--- src/rtl/uart_tx_arbiter.sv ---
// uart_tx_arbiter: round-robin scheduler sharing one RS232 transmitter
// between NUM_REQ byte producers. Latches the winning byte, launches it
// with a tx_start level handshake and tracks tx_busy until the frame ends.
module uart_tx_arbiter #(
  parameter int NUM_REQ       = 4,
  parameter int START_TIMEOUT = 8
) (
  input  logic                       clk,
  input  logic                       rst,
  input  logic [NUM_REQ-1:0]         req,
  input  logic [8*NUM_REQ-1:0]       req_data,
  output logic [NUM_REQ-1:0]         ack,
  output logic [7:0]                 tx_data,
  output logic                       tx_start,
  input  logic                       tx_busy,
  output logic                       active,
  output logic [$clog2(NUM_REQ)-1:0] owner,
  output logic                       done,
  output logic                       timeout_err
);

  localparam int          OW = $clog2(NUM_REQ);
  localparam int          CW = $clog2(START_TIMEOUT + 1);
  localparam int unsigned NR = NUM_REQ;

  typedef enum logic [1:0] {IDLE, START, WAIT_DONE} state_t;

  state_t               r_state, w_state_nxt;
  logic [OW-1:0]        r_ptr, w_ptr_nxt;
  logic [CW-1:0]        r_cnt, w_cnt_nxt;
  logic [NUM_REQ-1:0]   r_ack, w_ack_nxt;
  logic [7:0]           r_tx_data, w_tx_data_nxt;
  logic                 r_tx_start, w_tx_start_nxt;
  logic                 r_active, w_active_nxt;
  logic [OW-1:0]        r_owner, w_owner_nxt;
  logic                 r_done, w_done_nxt;
  logic                 r_timeout_err, w_timeout_err_nxt;

  logic                 w_any;
  logic [OW-1:0]        w_win;
  logic [OW-1:0]        w_idx;
  logic                 w_expire;
  logic [7:0]           w_bytes [NUM_REQ];

  for (genvar g = 0; g < NUM_REQ; g++) begin : g_bytes
    assign w_bytes[g] = req_data[8*g +: 8];
  end

  // Last START cycle: START_TIMEOUT-1 edges already spent holding tx_start.
  assign w_expire = (r_cnt == CW'(START_TIMEOUT - 1));

  // Round-robin winner search starting just above the last grant.
  always_comb begin
    w_any = 1'b0;
    w_win = '0;
    w_idx = '0;
    for (int unsigned off = 1; off <= NR; off++) begin
      w_idx = OW'((32'(r_ptr) + off) % NR);
      if (!w_any && req[w_idx]) begin
        w_any = 1'b1;
        w_win = w_idx;
      end
    end
  end

  // State register plus registered outputs, synchronous reset.
  always_ff @(posedge clk) begin
    if (rst) begin
      r_state       <= IDLE;
      r_ptr         <= OW'(NUM_REQ - 1);
      r_cnt         <= '0;
      r_ack         <= '0;
      r_tx_data     <= '0;
      r_tx_start    <= 1'b0;
      r_active      <= 1'b0;
      r_owner       <= '0;
      r_done        <= 1'b0;
      r_timeout_err <= 1'b0;
    end else begin
      r_state       <= w_state_nxt;
      r_ptr         <= w_ptr_nxt;
      r_cnt         <= w_cnt_nxt;
      r_ack         <= w_ack_nxt;
      r_tx_data     <= w_tx_data_nxt;
      r_tx_start    <= w_tx_start_nxt;
      r_active      <= w_active_nxt;
      r_owner       <= w_owner_nxt;
      r_done        <= w_done_nxt;
      r_timeout_err <= w_timeout_err_nxt;
    end
  end

  // Next-state logic; busy on the expiry edge wins over the timeout.
  always_comb begin
    w_state_nxt = r_state;
    case (r_state)
      IDLE:      if (w_any) w_state_nxt = START;
      START: begin
        if (tx_busy)       w_state_nxt = WAIT_DONE;
        else if (w_expire) w_state_nxt = IDLE;
      end
      WAIT_DONE: if (!tx_busy) w_state_nxt = IDLE;
      default:   w_state_nxt = IDLE;
    endcase
  end

  // Next values of the registered outputs, pointer and timeout counter.
  always_comb begin
    w_ptr_nxt         = r_ptr;
    w_cnt_nxt         = r_cnt;
    w_ack_nxt         = '0;
    w_tx_data_nxt     = r_tx_data;
    w_tx_start_nxt    = r_tx_start;
    w_active_nxt      = r_active;
    w_owner_nxt       = r_owner;
    w_done_nxt        = 1'b0;
    w_timeout_err_nxt = 1'b0;
    case (r_state)
      IDLE: begin
        if (w_any) begin
          w_ack_nxt[w_win] = 1'b1;
          w_tx_data_nxt    = w_bytes[w_win];
          w_tx_start_nxt   = 1'b1;
          w_active_nxt     = 1'b1;
          w_owner_nxt      = w_win;
          w_ptr_nxt        = w_win;
          w_cnt_nxt        = '0;
        end
      end
      START: begin
        if (tx_busy) begin
          w_tx_start_nxt = 1'b0;
        end else if (w_expire) begin
          w_tx_start_nxt    = 1'b0;
          w_timeout_err_nxt = 1'b1;
          w_active_nxt      = 1'b0;
        end else if (r_cnt != CW'(START_TIMEOUT)) begin
          w_cnt_nxt = r_cnt + CW'(1);
        end
      end
      WAIT_DONE: begin
        if (!tx_busy) begin
          w_done_nxt   = 1'b1;
          w_active_nxt = 1'b0;
        end
      end
      default: ;
    endcase
  end

  assign ack         = r_ack;
  assign tx_data     = r_tx_data;
  assign tx_start    = r_tx_start;
  assign active      = r_active;
  assign owner       = r_owner;
  assign done        = r_done;
  assign timeout_err = r_timeout_err;

endmodule

--- config.mk ---
export PLATFORM = sky130hd
export DESIGN_NAME = uart_tx_arbiter
export DESIGN_NICKNAME = d
export VERILOG_FILES = /design/src/rtl/uart_tx_arbiter.sv
export SDC_FILE = /design/constraint.sdc
export NUM_CORES = 1
export LEC_CHECK = 0
export ABC_AREA = 0
export ABC_CLOCK_PERIOD_IN_PS = 3690
export CAP_MARGIN = 20
export CORE_MARGIN = 5
export CORE_UTILIZATION = 34
export DETAILED_ROUTE_END_ITERATION = 10
export PLACE_DENSITY = 0.74
export SLEW_MARGIN = 20
export SYNTH_ARGS = -nofsm -noshare
export SYNTH_HDL_FRONTEND = slang
export SYNTH_SLANG_ARGS = --single-unit
--- constraint.sdc ---
create_clock -name clk -period 3.69 [get_ports clk]
set_clock_uncertainty 0.2 [all_clocks]
set_input_delay 0.738 -clock clk [delete_from_list [all_inputs] [get_ports clk]]
set_output_delay 0.738 -clock clk [all_outputs]
set_load 0.03 [all_outputs]
## Word-level counts from Yosys, hierarchy flattened

Cells that the tools add are included.

| operators by class | value |
|---|---|
| order comparisons | 7 |
| bitwise logic cells | 5 |
| reductions and logical operators | 18 |
| multiplexer cells | 40 |
| add/subtract/negate cells | 5 |
| equality and inequality tests | 11 |

Operators by type and width:

| kind | count |
|---|---|
| $bmux 8 s2 | 1 |
| $mux 1 | 16 |
| $mux 2 | 8 |
| $mux 4 | 4 |
| $mux 8 | 2 |
| $lt 2x3->1 const B | 5 |
| $ne 2x2->1 const B | 6 |
| $reduce_and 5->1 | 2 |
| $bmux 1 s2 | 4 |
| $pmux 4 s2 | 1 |
| $pmux 2 s3 | 1 |
| $reduce_and 3->1 | 2 |
| $reduce_or 3->1 | 2 |
| $add 2x1->2 const B | 2 |
| $add 2x2->2 const B | 2 |
| $add 4x1->4 const B | 1 |
| $eq 4x3->1 const B | 1 |
| $logic_and 1x1->1 | 4 |
| $ne 4x4->1 const B | 1 |
| $not 1->1 | 4 |
| $ge 3x3->1 const B | 1 |
| $logic_not 1->1 | 3 |
| $ne 3x3->1 const B | 1 |
| $not 2->3 | 1 |
| other kinds (11) | 11 |

| word-level totals | value |
|---|---|
| bits in registers | 26 |
| input bits | 39 |
| word-level logic and storage cells | 96 |
| output and inout port bits | 18 |

## Depth between registers and ports, before layout

| depth | value |
|---|---|
| depth after elaboration | 17 |
| gate-level depth with buffers | 7 |

## Worst setup path before layout

Ideal clock, no wire load.

| path | value |
|---|---|
| kind | input -> register |
| from | input port tx_busy |
| to | register r_cnt[3] |
| setup slack | 1.442 ns |
| buffers on the path | 0 |
| setup time | 0.074 ns |
| cell stages on the path | 5 |
| data arrival time | 1.974 ns |
| cell sequence | or2b_2 > a311oi_4 > nand4_1 > or3_1 > a31oi_1 |

| on the way | value |
|---|---|
| cells in the longest elaborated chain, start to end | 2 |

RTL lines:

| element | line | RTL |
|---|---|---|
| start: declaration | 15 | `input logic tx_busy,` |
| $ne 2x2->1 (no source line) | -- |  |
| $reduce_and 5->1 (no source line) | -- |  |
| end signal: assignment | 82 | `r_cnt <= w_cnt_nxt;` |
| end: declaration | 30 | `logic [CW-1:0] r_cnt, w_cnt_nxt;` |

No other way between the ends.
A chain may end at the register's enable or synchronous reset.

## Worst setup path in the final report

| path | value |
|---|---|
| from | input port req[2] |
| to | register r_tx_data[4] (netlist: tx_data[4]) |

| on the way | value |
|---|---|
| cells in the longest elaborated chain, start to end | 16 |
| elaborated cells between the ends (all ways) | 27 |
| those cells by class | 19 x mux; 1 x bitwise; 7 x reduce/logical |

RTL lines:

| element | line | RTL |
|---|---|---|
| start: declaration | 10 | `input logic [NUM_REQ-1:0] req,` |
| $bmux 1 s2 | 59 | `if (!w_any && req[w_idx]) begin` |
| $mux 1 (implied by the code) | 59 |  |
| $mux 1 | 59 |  |
| $logic_not 1->1 | 59 |  |
| $logic_and 1x1->1 | 59 |  |
| $mux 1 | 59 |  |
| $logic_not 1->1 | 59 |  |
| $logic_and 1x1->1 | 59 |  |
| $mux 1 | 59 |  |
| $logic_not 1->1 | 59 |  |
| $logic_and 1x1->1 | 59 |  |
| $mux 2 | 59 |  |
| $not 2->3 (implied by the code) | 122 | `w_tx_data_nxt = w_bytes[w_win];` |
| $bmux 8 s2 | 122 |  |
| $mux 8 (implied by the code) (2 in a row) | 122 |  |
| end signal: assignment | 84 | `r_tx_data <= w_tx_data_nxt;` |
| end: declaration | 32 | `logic [7:0] r_tx_data, w_tx_data_nxt;` |

Parallel ways exist; a longest one is shown, timed or not. The select of a mux whose other input is x is not followed.

==> qor.yml <==
ios: 57
crit_slowest_cell: "clkdlybuf4s50_1"
arrival_ps: 2720
fp.dieArea_um2: 5540
drc: 0
grt_pass1_vias: 1277
final_layout_size_suffix_gt1_share_pct: 7.73
power_density_nw_per_um2: 459
synth_area_um2: 1410
vdd_drop_max_mv: 0.190
cts.sinks: 26
rr_startpoint: "r_state[1]$_SDFFE_PP0P_"
cp_max_fo: 14
instances_no_fill: 257
die_x_um: 74.5
worst_path_largest_cell_delay_ps: 580
drv_slew: 0
cts_max_path_buffers: 2
worst_setup_path_start_kind: "input port"
tns_ps: 0
wl_per_cell_um: 14.1
cp_common_cell: "a221oi_1"
synth_area_leaders: "dfxtp_1, mux2i_1, a221oi_1"
pre_cts_ws_ps: 573
synth_seq_area_share_pct: 36.8
p_total_uw: 969
clk_pin_slew_ps: 100
antenna_found_initial: 0
cts_tree: "done"
final_util_pct: 52.7
via_per_inst: 4.99
hold_end: "owner[0]$_SDFFE_PP0P_"
rsz0062_at_grt: "no"
layout_min_cycle_time_ps: 2730
synth_largest_type_area_fraction_pct: 36.8
path_cells: "clkdlybuf4s50_1 -> inv_1 -> a221oi_1 -> o32ai_4 -> buf_6 -> mux2i_1 -> a221oi_1"
core_area_um2: 4000
diodes: 0
numCtsBuffers: 3
synth_top_cell_by_area: "dfxtp_1"
r2r_slack_ps: 1150
regArea_um2: 520
grt.overflow.total: 0
drt-total-wl_um: 3610
ant_nets: 0
dp_cells: 252
p_leak_nw: 0.850
cts_root_buf: "clkbuf_8"
syn_inst: 151
initialDrtViolationCount: 72
vias: 1283
track_usage_pct: 13.4
required_ps: 3680
place.gp.congestion: 0.783
first_pass_iters: 6
syn_area_per_cell_um2: 9.36
synthArstFlopShare_pct: 0
cts_resized: 0
grt_max_degree: 26
drv_cap: 0
ys_seq_elements: 26
htreeDepth: 1
start_util_pct: 35.3
nFillCells: 379
synth.distinct_cells: 39
dpl.hpwl_um: 2710
min_path_type: "reg2reg"
setup_viol: 0
grt_pass1_wl_um: 5880
fmax_ghz: 0.366
ctsHoldBuffers: 0
criticalPathCategory: "in2reg"
maxSlewHeadroom_pct: 42.3
port_buffers: 56
nets: 253
tightestPinTransition_ps: 862
syn_to_final_growth_pct: 49.3
hold_violations: 0
synth_nets: 196
synth_ff_type: "dfxtp_1"
post_cts_buffers: 0
status: "finished, final reports clean"
yosysWarnings: 0
clock_latency_ps: 270
multi_input_area_um2: 835
min_period_over_period_pct: 74.0
hold-path-cell-count: 2
dieHeight_um: 74.5
synth-edff-count: 0
cp-end-kind: "flop"
hp-start: "owner[0]$_SDFFE_PP0P_"
fin_ws_ps: 959
reg2regPathDepth: 7
row_count: 23
r2r_end: "r_cnt[3]$_SDFFE_PP0P_"
-- sequential cells by signal (all words and copies together) (netlist names) --
| register | flops |
|---|---|
| ack | 4 |
| done | 1 |
| tx_start | 1 |
| owner | 2 |
| r_ptr | 2 |
| r_state | 2 |
| active | 1 |
| timeout_err | 1 |
| tx_data | 8 |
| r_cnt | 4 |
-- final cells by class --
cell class	count	share of cell area, %
Multi-Input combinational cell	109	39.6
Timing Repair Buffer	59	27.8
Sequential cell	26	24.7
Tap cell	50	2.97
Clock buffer	3	1.96
Inverter	9	1.60
Clock inverter	1	1.42
-- critical path, delay by kind of cell --
kind,cells,cell delay [ps]
AO/OA/AOI/OAI,3,990
multiplexers,1,120
buffers and inverters,3,870
-- routing by layer --
layer	vias to the layer above	share of wire, %	track usage (%)
li1	661	-	-
met1	596	45	16.9
met2	24	51	24.4
met3	2	3.2	1.22
met4	0	0.89	3.56
met5	-	0	0
-- metrics by stage --
stage,hold slack [ps],cell area [um^2]
2_1_floorplan,274,1410
3_3_place_gp,271,2030
3_5_place_dp,281,2030
4_1_cts,299,2100
5_1_grt,339,2110
6_report,295,2110
-- synthesized netlist by cell type (all sizes together), types with 2 or more instances --
library cell,number
and2,2
nor2b,4
a311oi,2
nand3,2
a31oi,2
mux2,2
dfxtp,26
nand2,6
o21bai,9
a21oi,6
mux2i,18
buf,2
and3b,3
nand4,2
o21ai,3
ha,6
inv,9
nor3,2
a221oi,10
nor2,15
nor4,2
clkbuf,5
-- layout by cell type (no fill, tap or decap), types with 2 or more instances in the layout --
cell type | netlist | routed
clkdlybuf4s50_1 | 0 | 56
dfxtp_1 | 26 | 26
mux2i_1 | 18 | 18
nor2_1 | 15 | 15
a221oi_1 | 10 | 10
inv_1 | 9 | 9
o21bai_1 | 9 | 9
nand2_1 | 6 | 6
a21oi_1 | 6 | 6
ha_1 | 6 | 6
nor2b_1 | 4 | 4
o21ai_0 | 3 | 3
clkbuf_8 | 1 | 3
nor4_1 | 2 | 2
nor3_1 | 2 | 2
and2_1 | 2 | 2
nand4_1 | 2 | 2
a31oi_1 | 2 | 2
mux2_2 | 2 | 2
and3b_1 | 2 | 2
nand3_1 | 2 | 2
buf_4 | 0 | 2
-- how the worst max path moves through the flow --
stage | start | to | slack, ps | depth (start not counted)
2_1_floorplan | tx_busy | r_cnt[3]$_SDFFE_PP0P_ | 1440 | 5
3_3_place_gp | req[1] | tx_data[0]$_SDFFE_PP0P_ | 650 | 5
3_5_place_dp | req[3] | tx_data[4]$_SDFFE_PP0P_ | 570 | 5
4_1_cts | req[3] | tx_data[7]$_SDFFE_PP0P_ | 860 | 5
5_1_grt | req[2] | tx_data[1]$_SDFFE_PP0P_ | 830 | 7
6_report | req[2] | tx_data[4]$_SDFFE_PP0P_ | 960 | 7
-- where the power goes --
group          total (mW)  leakage (nW)  switching (mW)  internal [mW]
sequential          0.343         0.214          0.0223          0.321
combinational       0.386         0.601           0.206          0.180
clock               0.240        0.0357          0.0947          0.145
-- kinds of logic (layout without fill, tap and decap cells) --
kind of cell / after synthesis / after routing / synth area share [%]
AOI/OAI and AO/OA: 38 / 38 / 21.1
adders and majority gates: 6 / 6 / 5.31
buffers and inverters: 16 / 72 / 5.40
DFF: 26 / 26 / 36.8
muxes: 20 / 20 / 14.3
and+or+nand+nor: 45 / 45 / 17.0
Note: power is estimated with default switching activity, not from simulation.
